$ cat src/rtl/activation_loader.sv
// activation_loader: gathers four 8-bit activation words (row-major a11, a12,
// a21, a22) into a 2x2 matrix, presents it with valid for HOLD_CYCLES cycles,
// then pulses done for one cycle before returning to LOAD.
`timescale 1ns/1ps
module activation_loader #(
  parameter int HOLD_CYCLES = 3
) (
  input  logic       clk,
  input  logic       reset,
  input  logic       clear,
  input  logic       in_valid,
  input  logic [7:0] in_data,
  output logic       in_ready,
  output logic [7:0] a11,
  output logic [7:0] a12,
  output logic [7:0] a21,
  output logic [7:0] a22,
  output logic       valid,
  output logic       done
);

  typedef enum logic [1:0] {
    LOAD = 2'd0,
    FEED = 2'd1,
    DONE = 2'd2
  } state_t;

  // Hold counter start value; the feed window length is fixed at build time.
  localparam logic [3:0] HOLD_INIT = 4'(HOLD_CYCLES);

  state_t     state_r;
  logic [1:0] word_cnt_r;
  logic [3:0] hold_cnt_r;

  // Ready is a pure decode of the state so upstream sees it in the same cycle.
  always_comb begin
    if (state_r == LOAD) begin
      in_ready = 1'b1;
    end else begin
      in_ready = 1'b0;
    end
  end

  // Main controller: word steering, feed window timing and the done pulse.
  always_ff @(posedge clk or negedge reset) begin
    if (!reset) begin
      state_r    <= LOAD;
      word_cnt_r <= 2'd0;
      hold_cnt_r <= 4'd0;
      a11        <= 8'h00;
      a12        <= 8'h00;
      a21        <= 8'h00;
      a22        <= 8'h00;
      valid      <= 1'b0;
      done       <= 1'b0;
    end else if (clear) begin
      // Abort wins over everything, including a word offered this cycle.
      state_r    <= LOAD;
      word_cnt_r <= 2'd0;
      hold_cnt_r <= 4'd0;
      a11        <= 8'h00;
      a12        <= 8'h00;
      a21        <= 8'h00;
      a22        <= 8'h00;
      valid      <= 1'b0;
      done       <= 1'b0;
    end else begin
      case (state_r)
        LOAD: begin
          done <= 1'b0;
          if (in_valid) begin
            case (word_cnt_r)
              2'd0:    a11 <= in_data;
              2'd1:    a12 <= in_data;
              2'd2:    a21 <= in_data;
              2'd3:    a22 <= in_data;
              default: a11 <= in_data;
            endcase
            word_cnt_r <= word_cnt_r + 2'd1;
            if (word_cnt_r == 2'd3) begin
              // Matrix complete: open the feed window from the next cycle.
              state_r    <= FEED;
              hold_cnt_r <= HOLD_INIT;
              valid      <= 1'b1;
            end else begin
              valid <= 1'b0;
            end
          end else begin
            valid <= 1'b0;
          end
        end
        FEED: begin
          // hold_cnt_r holds the number of valid cycles still to present,
          // including the current one.
          if (hold_cnt_r <= 4'd1) begin
            state_r    <= DONE;
            hold_cnt_r <= 4'd0;
            valid      <= 1'b0;
            done       <= 1'b1;
          end else begin
            hold_cnt_r <= hold_cnt_r - 4'd1;
            valid      <= 1'b1;
            done       <= 1'b0;
          end
        end
        DONE: begin
          state_r <= LOAD;
          valid   <= 1'b0;
          done    <= 1'b0;
        end
        default: begin
          state_r    <= LOAD;
          word_cnt_r <= 2'd0;
          hold_cnt_r <= 4'd0;
          valid      <= 1'b0;
          done       <= 1'b0;
        end
      endcase
    end
  end

endmodule

$ cat config.mk
export PLATFORM = sky130hd
export DESIGN_NAME = activation_loader
export DESIGN_NICKNAME = d
export VERILOG_FILES = /design/src/rtl/activation_loader.sv
export SDC_FILE = /design/constraint.sdc
export NUM_CORES = 1
export LEC_CHECK = 0
export ABC_AREA = 0
export CORE_UTILIZATION = 30
export DETAILED_ROUTE_END_ITERATION = 10
export DONT_BUFFER_PORTS = 1
export HOLD_SLACK_MARGIN = 0.02
export MAX_ROUTING_LAYER = met4
export PLACE_DENSITY_LB_ADDON = 0.08
export SLEW_MARGIN = 20
export SYNTH_ARGS = -nofsm -noshare
export SYNTH_HDL_FRONTEND = slang
export SYNTH_SLANG_ARGS = --single-unit
export TNS_END_PERCENT = 50
$ cat constraint.sdc
create_clock -name clk -period 3.6 [get_ports clk]
set_input_delay 0.72 -clock clk [delete_from_list [all_inputs] [get_ports clk]]
set_output_delay 0.72 -clock clk [all_outputs]
set_load 0.1 [all_outputs]
## Yosys cells after proc, flatten, opt, wreduce, memory -nomap -nowiden

Index checks and enable logic that the tools add are counted.

| storage, ports and cells | value |
|---|---|
| bits in registers | 42 |
| bits of input ports | 12 |
| output and inout port bits | 35 |
| logic and storage cells | 76 |

| cells by class | value |
|---|---|
| $add $sub $neg | 2 |
| order comparisons | 1 |
| eq/ne operators | 10 |
| multiplexer cells | 38 |
| reduce and logical (&&, ||, !) cells | 16 |

Operators with widths:

| cell | count |
|---|---|
| $mux W8 | 16 |
| $reduce_and A3 Y1 | 6 |
| $mux W4 | 4 |
| $mux W2 | 6 |
| $pmux W4 S3 | 1 |
| $reduce_bool A2 Y1 | 6 |
| $mux W1 | 8 |
| $pmux W2 S2 | 2 |
| $eq A2 B2 Y1 const B | 3 |
| $ne A3 B3 Y1 const B | 2 |
| $eq A2 B1 Y1 const B | 2 |
| $le A4 B1 Y1 const B | 1 |
| $logic_not A2 Y1 | 2 |
| $sub A4 B1 Y4 const B | 1 |
| $ne A3 B2 Y1 const B | 1 |
| $add A2 B1 Y2 const B | 1 |
| $ne A2 B1 Y1 const B | 1 |
| $ne A2 B2 Y1 const B | 1 |
| $pmux W1 S2 | 1 |
| $reduce_and A2 Y1 | 1 |
| $reduce_or A2 Y1 | 1 |

## Depth between registers and ports, before layout

| depth | value |
|---|---|
| depth after elaboration | 5 |
| depth in mapped cells | 7 |

## Worst setup path after synthesis

OpenSTA, ideal clock, no wires.

| timing | value |
|---|---|
| path type | register -> register |
| start | register state_r[0] |
| end | register hold_cnt_r[2] |
| data arrival time | 2225 ps |
| data required time | 3522 ps |
| path slack | 1297 ps |
| cell stages (with the launch flop) | 8 |
| path buffers | 1 |
| clock period less this slack | 2303 ps |
| cell sequence | dfrtp_1 > inv_1 > ha_1 > buf_6 > a21boi_4 > or2_4 > or4b_1 > a21oi_1 |

| between the ends | value |
|---|---|
| longest elaborated chain between the ends | 3 |

Ends and longest elaborated chain:

| item | RTL line | text |
|---|---|---|
| start: declaration | 31 | `state_t state_r;` |
| start signal: assignment | 47 | `state_r <= LOAD;` |
| start signal: assignment | 58 | `state_r <= LOAD;` |
| start signal: assignment | 82 | `state_r <= FEED;` |
| $eq A2 B2 Y1, or another cell as far along | 68 | `case (state_r)` |
| $pmux W4 S3, or another cell as far along | 68 |  |
| $mux W4 / $reduce_and A3 Y1 (equally long branches) | - |  |
| end signal: assignment | 101 | `hold_cnt_r <= hold_cnt_r - 4'd1;` |
| end: declaration | 33 | `logic [3:0] hold_cnt_r;` |

Several ways; a longest one is shown, not always the timed one.
A chain may end at the register's enable or synchronous reset.

## Final worst setup path

| timing | value |
|---|---|
| start | register state_r[0] |
| end | output in_ready |

| between the ends | value |
|---|---|
| longest elaborated chain between the ends | 2 |

Ends and longest elaborated chain:

| item | RTL line | text |
|---|---|---|
| $logic_not A2 Y1 | 37 | `if (state_r == LOAD) begin` |
| $mux W1 | 37 |  |
| end: declaration | 13 | `output logic in_ready,` |

Every way passes these cells.

==> flow_summary_export.csv <==
group,metric,value,unit
sta,setup_viol,0,
routing,met3WireLength,353,um
critical_path,crit_required,2.88,ns
logic_synthesis,synth_edf_count,0,
clock_network,insertion_delay,0.30,ns
routing,postRouteAntennaNets,0,
clock_network,path_clk_slew,0.09,ns
floorplanning,die_y,81.88,um
routing,routed_wl,4296,um
critical_path,arrival,1.52,ns
clock_network,clock-sinks,42,
global_routing,grt_usage,14.78,%
global_routing,antenna_found_initial,0,
critical_path,cp-start-kind,"flip-flop",
floorplanning,core_area,6026,um2
hold_path,hp-class,"in -> async",
global_routing,grt_max_degree,43,
place,dp.final_hpwl,2973,um
finish,diodes,0,
clock_network,cts_setup_buffers,0,
critical_path,crit_type,"reg -> out",
clock_network,cts_buffers,5,
routing,wire_per_inst,16.78,um
sta,fmax,446.5,MHz
logic_synthesis,synth_cell_types,29,
routing,top_layer,"met4",
pwr,powerDensity,740.3,nW/um2
sta,tns,0,ns
global_routing,overflow,0,
global_routing,grt_pass1_wl,6803,um
routing,via_per_inst,4.875,
floorplanning,io_pins,47,
flow_run,cap_violations,0,
floorplanning,start_util,31.77,%
logic_synthesis,synthArstFlopShare,100.0,%
floorplanning,die_w,81.88,um
global_routing,grt_pass1_vias,1329,
sta,skew,0.007986,ns
sta,relSlewSlack,38.05,%
run_status,outcome,"complete, no violations",
floorplanning,fp-row-count,28,
finish,drive_above_1_share,6.077,%
logic_synthesis,syn_area,1914,um2
critical_path,cp_cell_sequence,"inv_1 > ha_1 > buf_4",
routing,drt-met1-wl,1831,um
finish,nets,201,
pwr,p_total,0.001530,W
routing,dr_wl_met2,2052,um
sta,holdWs,0.09867,ns
place,gp_congestion,0.7104,
finish,area_growth,7.974,%
place,portBuffers,0,
routing,drc_errors,0,
sta,slew_violations,0,
routing,dr.pass1.iters,4,
logic_synthesis,yosysSeqAreaShare,54.90,%
logic_synthesis,syn_avg_cell_area,10.64,um2
clock_network,clock-root-buffer,"clkbuf_8",
critical_path,critPathMaxStageDelay,0.39,ns
sta,worst_pin_slew,0.9293,ns
logic_synthesis,ys_ff_latch,42,
clock_network,cts.htree.levels,2,
floorplanning,die_area,6704,um2
logic_synthesis,syn_nets,201,
critical_path,slowest_stage,"dfrtp_1",
clock_network,cts_resized,0,
finish,fin_util,34.30,%
logic_synthesis,netlist_instances,180,
clock_network,cts_tree,"done",
critical_path,crit_fanout,11,
clock_network,hold_buffers,0,
logic_synthesis,ys.flop_type,"dfrtp_1",
clock_network,clockBufferDepth,2,
routing,vias,1248,
pwr,p_leak,1.063,nW
sta,period_share,62.21,%
sta,fin_crit,2.240,ns
logic_synthesis,yosysWarnings,0,
critical_path,endpoint_kind,"primary output",
sta,rsz0062_at_grt,"false",
sta,final-hold-violation-count,0,
routing,drt-initial-drc-count,42,
pwr,peakVddDrop,296.5,uV
==> path summary, 6_finish.rpt <==
path,from,end,slack (ns),cells past startpoint
setup / recovery,state_r[0],in_ready,1.36,3
hold / removal,reset,a21[2],0.1,0
setup reg to reg,hold_cnt_r[0],state_r[0],1.68,6
hold reg to reg,hold_cnt_r[2],done,0.55,1
max in group asynchronous,reset,a22[1],3.40,0
min in group clk,clear,hold_cnt_r[2],0.47,1
==> cells by family after synthesis <==
logic type	count (synthesis)	share of synthesized area (%)
adder cells (fa/ha/maj)	9	5.882
buffers and inverters	15	3.399
flip-flops	42	54.90
AO/OA/AOI/OAI	23	7.647
multiplexers	24	12.55
AND/OR/NAND/NOR	67	15.62
==> layout make-up <==
class	count	area (um2)
clock inverter	3	21.27
multi-input combinational	123	798.3
sequential	42	1051
inverter	7	26.28
timing repair buffer	1	7.507
clock buffer	5	68.82
tap	75	93.84
fill	640	3959
==> flip-flops by register name, summed over array words and instances (netlist names) <==
register    cells
a11             8
a12             8
a21             8
a22             8
hold_cnt_r      4
state_r         2
word_cnt_r      2
done            1
valid           1
==> routing by layer <==
metal | vias up | global-route usage [%]
met1 | 602 | 17.21
met3 | 6 | 7.111
met2 | 33 | 22.07
met4 | 0 | 5.263
li1 | 607 | -
met5 | - | -
==> metrics by stage <==
step | setup slack (ns) | area (um2) | std cells
after CTS | 1.344 | 2067 | 256
final | 1.361 | 2067 | 256
after detailed placement | 1.674 | 1977 | 248
after global routing | 1.273 | 2067 | 256
after floorplan | 1.297 | 1914 | 180
after global placement | 1.693 | 1977 | 248
==> layout by cell type (no fill, tap or decap), types with 2 or more instances in the layout <==
cell type  count
o21a_1         2
nand2_1       19
nand3_1        6
a21oi_1       12
a211oi_1       2
dfrtp_1       42
nor4_1         2
clkbuf_8       5
o21ai_0        3
nor2_1        30
ha_1           9
inv_1          7
mux2i_1       24
==> worst max-delay path: cells and delay by family, from the launching register on <==
kind,cells,cell delay [ns]
adders and majority gates,1,0.36
buffers and inverters,2,0.46
DFF,1,0.39
==> synth_stat cells (all sizes together) (3+ instances only) <==
cell,number,share of area [%]
inv,7,1.4
mux2i,24,13
nor2,30,5.9
nand2,19,3.7
clkbuf,6,1.2
nand3,6,1.6
a21oi,12,3.1
ha,9,5.9
dfrtp,42,55
o21ai,3,0.78
==> power by group <==
part | leakage, nW | switching, W | total, W | internal (W)
clock | 0.0441 | 0.000174 | 0.000310 | 0.000136
sequential | 0.579 | 0.000321 | 0.000845 | 0.000524
combinational | 0.439 | 0.000221 | 0.000375 | 0.000155
total | 1.06 | 0.000715 | 0.00153 | 0.000815
(Power assumes the default switching activity.)
